===== config.mk =====
export PLATFORM = sky130hd
export DESIGN_NAME = board_loader
export DESIGN_NICKNAME = d
export VERILOG_FILES = /design/src/rtl/board_loader.sv
export SDC_FILE = /design/constraint.sdc
export NUM_CORES = 1
export LEC_CHECK = 0
export CAP_MARGIN = 5
export CORE_MARGIN = 10
export CORE_UTILIZATION = 30
export DETAILED_ROUTE_END_ITERATION = 16
export SYNTH_ARGS = -nofsm -noshare
export SYNTH_HDL_FRONTEND = slang
export SYNTH_SLANG_ARGS = --single-unit

===== constraint.sdc =====
create_clock -name clk_in -period 3.14 [get_ports clk_in]
set_input_delay 0.942 -clock clk_in [delete_from_list [all_inputs] [get_ports clk_in]]
set_output_delay 0.942 -clock clk_in [all_outputs]
set_load 0.02 [all_outputs]

===== src/rtl/board_loader.sv =====
// rtl/board_loader.sv - run-length decoder that writes an initial Life board into the double buffer
module board_loader #(
   parameter int WORD_BITS     = 16,
   parameter int BOARD_W_WORDS = 32,
   parameter int BOARD_H       = 512,
   parameter int ADDR_BITS     = 14
) (
   input  logic                 clk_in,
   input  logic                 rst_in,
   input  logic                 start_in,
   input  logic [7:0]           byte_in,
   input  logic                 byte_valid_in,
   output logic                 byte_ready_out,
   output logic [ADDR_BITS-1:0] addr_w_out,
   output logic [WORD_BITS-1:0] data_w_out,
   output logic                 wr_en_out,
   output logic                 busy_out,
   output logic                 done_out
);

   localparam int TOTAL_CELLS = BOARD_W_WORDS * WORD_BITS * BOARD_H;
   localparam int CELL_BITS   = (TOTAL_CELLS > 1) ? $clog2(TOTAL_CELLS) : 1;
   localparam int BIT_BITS    = (WORD_BITS > 1) ? $clog2(WORD_BITS) : 1;
   localparam logic [CELL_BITS-1:0] LAST_CELL = CELL_BITS'(TOTAL_CELLS - 1);
   localparam logic [BIT_BITS-1:0]  LAST_BIT  = BIT_BITS'(WORD_BITS - 1);
   localparam logic [ADDR_BITS-1:0] LAST_ADDR = ADDR_BITS'(BOARD_W_WORDS * BOARD_H - 1);

   typedef enum logic [1:0] {S_IDLE, S_LOAD, S_FLUSH, S_DONE} state_t;

   state_t                 state, state_nxt;
   logic [7:0]             run_cnt;
   logic                   run_val;
   logic [CELL_BITS-1:0]   cell_cnt;
   logic [BIT_BITS-1:0]    bit_idx;
   logic [WORD_BITS-1:0]   shift_reg;
   logic [WORD_BITS-1:0]   word_nxt;
   logic [ADDR_BITS-1:0]   word_addr;
   logic [WORD_BITS-1:0]   data_q;
   logic                   wr_q;
   logic                   accept;
   logic                   emit;
   logic                   last_cell;
   logic                   word_full;

   always_comb begin
      accept    = (state == S_LOAD) && (run_cnt == 8'd0) && byte_valid_in;
      emit      = (state == S_LOAD) && (run_cnt != 8'd0);
      last_cell = emit && (cell_cnt == LAST_CELL);
      word_full = emit && (bit_idx == LAST_BIT);
      word_nxt  = shift_reg;
      word_nxt[bit_idx] = run_val;
   end

   always_comb begin
      state_nxt = state;
      case (state)
         S_IDLE:  if (start_in) state_nxt = S_LOAD;
         S_LOAD:  if (last_cell) state_nxt = S_FLUSH;
         S_FLUSH: state_nxt = S_DONE;
         S_DONE:  state_nxt = S_IDLE;
         default: state_nxt = S_IDLE;
      endcase
   end

   always_ff @(posedge clk_in or negedge rst_in) begin
      if (!rst_in) state <= S_IDLE;
      else         state <= state_nxt;
   end

   always_ff @(posedge clk_in or negedge rst_in) begin
      if (!rst_in) begin
         run_cnt   <= '0;
         run_val   <= 1'b0;
         cell_cnt  <= '0;
         bit_idx   <= '0;
         shift_reg <= '0;
         word_addr <= '0;
         data_q    <= '0;
         wr_q      <= 1'b0;
      end else begin
         wr_q <= 1'b0;
         // Address advances after each write but parks on the last word.
         if (wr_q && (word_addr != LAST_ADDR))
            word_addr <= word_addr + ADDR_BITS'(1);
         case (state)
            S_LOAD: begin
               if (accept) begin
                  run_cnt <= {1'b0, byte_in[6:0]} + 8'd1;
                  run_val <= byte_in[7];
               end else if (emit) begin
                  run_cnt  <= last_cell ? 8'd0 : run_cnt - 8'd1;
                  cell_cnt <= cell_cnt + CELL_BITS'(1);
                  if (word_full) begin
                     data_q    <= word_nxt;
                     wr_q      <= 1'b1;
                     shift_reg <= '0;
                     bit_idx   <= '0;
                  end else begin
                     shift_reg <= word_nxt;
                     bit_idx   <= bit_idx + BIT_BITS'(1);
                  end
               end
            end
            S_FLUSH: run_cnt <= '0;
            default: begin
               run_cnt   <= '0;
               run_val   <= 1'b0;
               cell_cnt  <= '0;
               bit_idx   <= '0;
               shift_reg <= '0;
               word_addr <= '0;
               data_q    <= '0;
            end
         endcase
      end
   end

   assign byte_ready_out = (state == S_LOAD) && (run_cnt == 8'd0);
   assign addr_w_out     = word_addr;
   assign data_w_out     = data_q;
   assign wr_en_out      = wr_q;
   assign busy_out       = (state != S_IDLE);
   assign done_out       = (state == S_DONE);

endmodule

== Yosys cells after proc, flatten, opt, wreduce, memory -nomap -nowiden ==
Cells that the tools add are included.

* Register bits: 80
* Output and inout port bits: 34
* Logic and storage cells: 80

* $add $sub $neg: 5
* Order comparisons: 2
* Equal/unequal tests: 14
* Muxes and demuxes: 33
* Bitwise logic cells: 1
* Reduce and logical (&&, ||, !) cells: 16

{| class="wikitable"
|+ Operator list
! cell !! count
|-
| 16-bit two-way mux || 6
|-
| 16-bit one-hot mux with 2 select lines || 2
|-
| 18-bit two-way mux || 2
|-
| 18-bit one-hot mux with 2 select lines || 1
|-
| 8-bit two-way mux || 4
|-
| 14-bit two-way mux || 2
|-
| 18-bit by 1-bit adder with 18-bit output (second input constant) || 1
|-
| 18-bit == test (second input constant) || 1
|-
| 16-bit bitwise mux || 1
|-
| 14-bit by 1-bit adder with 14-bit output (second input constant) || 1
|-
| 14-bit inequality test (second input constant) || 1
|-
| 4-bit two-way mux || 3
|-
| 2-bit inequality test (second input constant) || 6
|-
| 7-bit by 1-bit adder with 8-bit output (second input constant) || 1
|-
| 8-bit logical NOT || 1
|-
| 2-bit one-hot mux with 4 select lines || 1
|-
| 4-bit one-hot mux with 2 select lines || 1
|-
| 8-bit nonzero test || 1
|-
| 8-bit by 1-bit subtractor with 8-bit output (second input constant) || 1
|-
| 1-bit logical AND || 7
|-
| 1-bit two-way mux || 6
|-
| 4-bit by 5-bit less-than comparator with 1-bit output (second input constant) || 1
|-
| 4-bit by 1-bit adder with 4-bit output (second input constant) || 1
|-
| 1-bit demux with 4-bit select || 1
|-
| 15 further kinds || 18
|}

== Longest topological paths before layout ==
* Depth after elaboration: 9
* Gate-level depth with buffers: 9
* Depth with buffers taken out: 7

== Worst setup path after synthesis ==
OpenSTA, ideal clock, no wires.

* Path kind: register to output
* Start: register run_cnt[0]
* End: output port byte_ready_out
* Arrival: 1.334 ns
* Data required time: 2.198 ns
* Slack: 0.864 ns
* Cell stages (with the launch flop): 5
* Cells stage by stage: dfrtp_1 -> inv_1 -> ha_1 -> nor3b_2 -> and3_1

* Cells in the longest elaborated chain, start to end: 2

{| class="wikitable"
|+ Ends and longest elaborated chain
! what !! RTL line !! RTL
|-
| start: declaration || 31 || <nowiki>logic [7:0] run_cnt;</nowiki>
|-
| start signal: assignment || 88 || <nowiki>run_cnt <= {1'b0, byte_in[6:0]} + 8'd1;</nowiki>
|-
| start signal: assignment || 91 || <nowiki>run_cnt <= last_cell ? 8'd0 : run_cnt - 8'd1;</nowiki>
|-
| 8-bit logical NOT || 118 || <nowiki>assign byte_ready_out = (state == S_LOAD) && (run_cnt == 8'd0);</nowiki>
|-
| 1-bit logical AND || 118 ||
|-
| end: declaration || 13 || <nowiki>output logic byte_ready_out,</nowiki>
|}

Every way passes these cells.

== Final worst setup path ==
* Start: register run_cnt[4]
* End: output port byte_ready_out

Same word-level chain as after synthesis.

==> results.yml <==
sta:
  fmaxAchievable_mhz: 329
  min_period_over_period: 0.969
  setup_viol_count_final: 0
  rsz0062_at_grt: "no"
  worstMarginPinSlew_ns: 0.850
  skew_ns: 0.0142
  slew-limit-headroom: 0.432
  period_minus_slack_ns: 3.04
  fin_tns_setup_ns: 0
  finalMaxSlewViolations: 0
  final-hold-violation-count: 0
detailed_routing:
  wirelength_mm: 9.98
  vias_per_cell: 5.09
  drt_iter0_markers: 190
  num_vias: 3344
  drc: 0
  wl_per_cell_um: 15.2
  ant_nets: 0
  dr.pass1.iters: 4
global_route:
  grt_pass1_wl_mm: 17.2
  grt_max_degree: 42
  antenna_found_initial: 0
  track_usage: 0.103
  grt_pass1_vias: 3359
  grt_overflow_total: 0
worst_setup_path:
  arrival_ns: 2.10
  startpoint_type: "register"
  worstSetupPathType: "register to primary output"
  path_max_fanout: 6
  r2r_start: "run_cnt[0]$_DFFE_PN0P_"
  cp_top_family: "simple AND/OR/NAND/NOR gates"
  reg2reg_slack_ns: 0.66
  path_cells: "nor4_4 > and3_1 > clkdlybuf4s50_1"
  critPathMaxStageDelay_ns: 0.63
  path_buf_inv: 1
  worstPathRequired_ns: 2.20
  cp_slowest_cell: "clkdlybuf4s50_1"
  end_kind: "primary output"
  startpoint: "run_cnt[4]$_DFFE_PN0P_"
synth:
  synth_cell_types: 50
  avgSynthCellArea_um2: 10.1
  synth_ff_type: "dfrtp_1"
  ys_async_sr_fraction: 1.00
  synth_nets: 456
  synthesis.instances: 431
  syn_area_um2: 4350
  yosysWarnings: 0
  synth_edf_count: 0
  yosysSeqAreaShare: 0.455
  synth_seq_cells: 79
clock_network:
  clock-sinks: 79
  post_cts_resized: 0
  clkTransAtPathRegs_ns: 0.07
  clock_latency_ns: 0.35
  cts_tree: "yes"
  htree_levels: 3
  cts_hold_buffers: 0
  cts_setup_buffers: 0
  cts_buffers: 9
  cts_root_buffer: "clkbuf_16"
  cts_buffer_depth: 2
die:
  rows: 43
  start_util: 0.310
  die-width_um: 140
  core_um2: 14000
  die_height_um: 140
  io_pins: 46
  dieArea_um2: 19700
layout:
  final_cells: 657
  stdcell_area_um2: 5340
  final_cell_mix: "79 x dfrtp_1, 44 x clkdlybuf4s50_1, 40 x nor2_1"
  largest_register_ffs: 18
  layout.nets: 497
  n_antenna_cell: 0
  final_common_cell: "dfrtp_1"
  num-fill-cells: 1354
  area_delta_synth_final_pct: 22.7
  drive_gt1_frac: 0.103
power:
  p_clk_frac: 0.327
  combPwrFrac: 0.370
  pwr-share-seq: 0.303
  ir_drop_uv: 327
  swShare: 0.373
  power_density_nw_per_um2: 749
  switchingPower_w: 0.00149
  p_total_w: 0.00400
  power.internal_w: 0.00251
  leakage_nw: 2.26
status:
  outcome: "finished clean"
place:
  gp_congestion: 0.811
  hpwlAfterDp_mm: 6.82
  placed_cell_area_um2: 4960
  port_buffers: 45
  dpl.cell_count: 641
hold_path:
  min-delay-start: "data_w_out[1]$_DFFE_PN0P_"
  min_path_type: "register to register"
run:
  cap_violations: 0
[cell usage after synthesis (3+ instances only)]
library cell	n	area (µm²)
dfrtp_1	79	1980
nor2_1	40	150
nand2_1	36	135
nand3_1	32	160
a22o_1	24	210
xor2_1	22	193
nand4_1	16	100
nor2b_1	14	87.6
ha_1	13	163
xnor2_1	12	105
and3_1	11	68.8
clkbuf_1	11	41.3
a21boi_0	10	75.1
inv_1	10	37.5
mux2_4	10	150
nor3_1	9	45.0
buf_2	7	35.0
mux2_2	7	78.8
mux2i_1	7	70.1
o21ai_0	6	30.0
o21a_1	4	30.0
a211oi_1	3	22.5
a21oi_1	3	15.0
and2_1	3	18.8
and4_1	3	26.3
nand2_2	3	18.8
nand2b_1	3	18.8
nor4_1	3	18.8
o31ai_1	3	22.5
[power groups by stage]
stage	combinational, W	sequential [W]	clock, W
final	0.00148	0.00121	0.00131
after global routing	0.00165	0.00123	0.00137
after CTS	0.00149	0.00121	0.00133
after detailed placement	0.00148	0.00123	0
after global placement	0.00146	0.00122	0
after floorplan	0.00116	0.00119	0
[path summary, 6_finish.rpt]
path / endpoint / depth (start not counted)
worst max-delay path: byte_ready_out / 3
worst min-delay path: data_w_out[1]$_DFFE_PN0P_ / 1
worst max register to register: shift_reg[13]$_DFFE_PN0P_ / 8
worst min register to register: data_w_out[1]$_DFFE_PN0P_ / 1
max in group asynchronous: cell_cnt[16]$_DFFE_PN0P_ / 2
min in group asynchronous: data_w_out[13]$_DFFE_PN0P_ / 1
[metrics by stage]
stage                util  hold WS [ns]  setup WS [ns]
global placement    0.353         0.485          0.496
detailed placement  0.353         0.488          0.460
CTS                 0.380         0.511         0.0760
global route        0.380         0.530         0.0116
floorplan               -         0.466          0.864
finish              0.380         0.506         0.0969
[cell families (layout without fill, tap and decap cells)]
family          Yosys count  in the layout  synth area share
simple gates            185            185             0.221
fa+ha+maj                13             13            0.0374
compound gates           64             64             0.115
mux                      24             24            0.0688
flops                    79             79             0.455
buf+inv                  32             78            0.0340
xor+xnor                 34             34            0.0685
[layer usage]
metal,vias up,routed length (µm),track usage,part of all wire
met5,-,0,0,0
met4,0,120,0.0321,0.012
met3,9,607,0.0365,0.061
met2,71,4550,0.162,0.46
met1,1651,4710,0.130,0.47
li1,1613,-,-,-
[final cells by class]
class	count	area, µm²	share of cell area
tap	180	225	0.0422
inverter	10	37.5	0.00704
clock inverter	5	129	0.0242
multi-input combinational	320	2220	0.417
clock buffer	11	243	0.0455
timing repair buffer	52	500	0.0938
sequential	79	1980	0.371
Note: power is estimated with default switching activity, not from simulation.
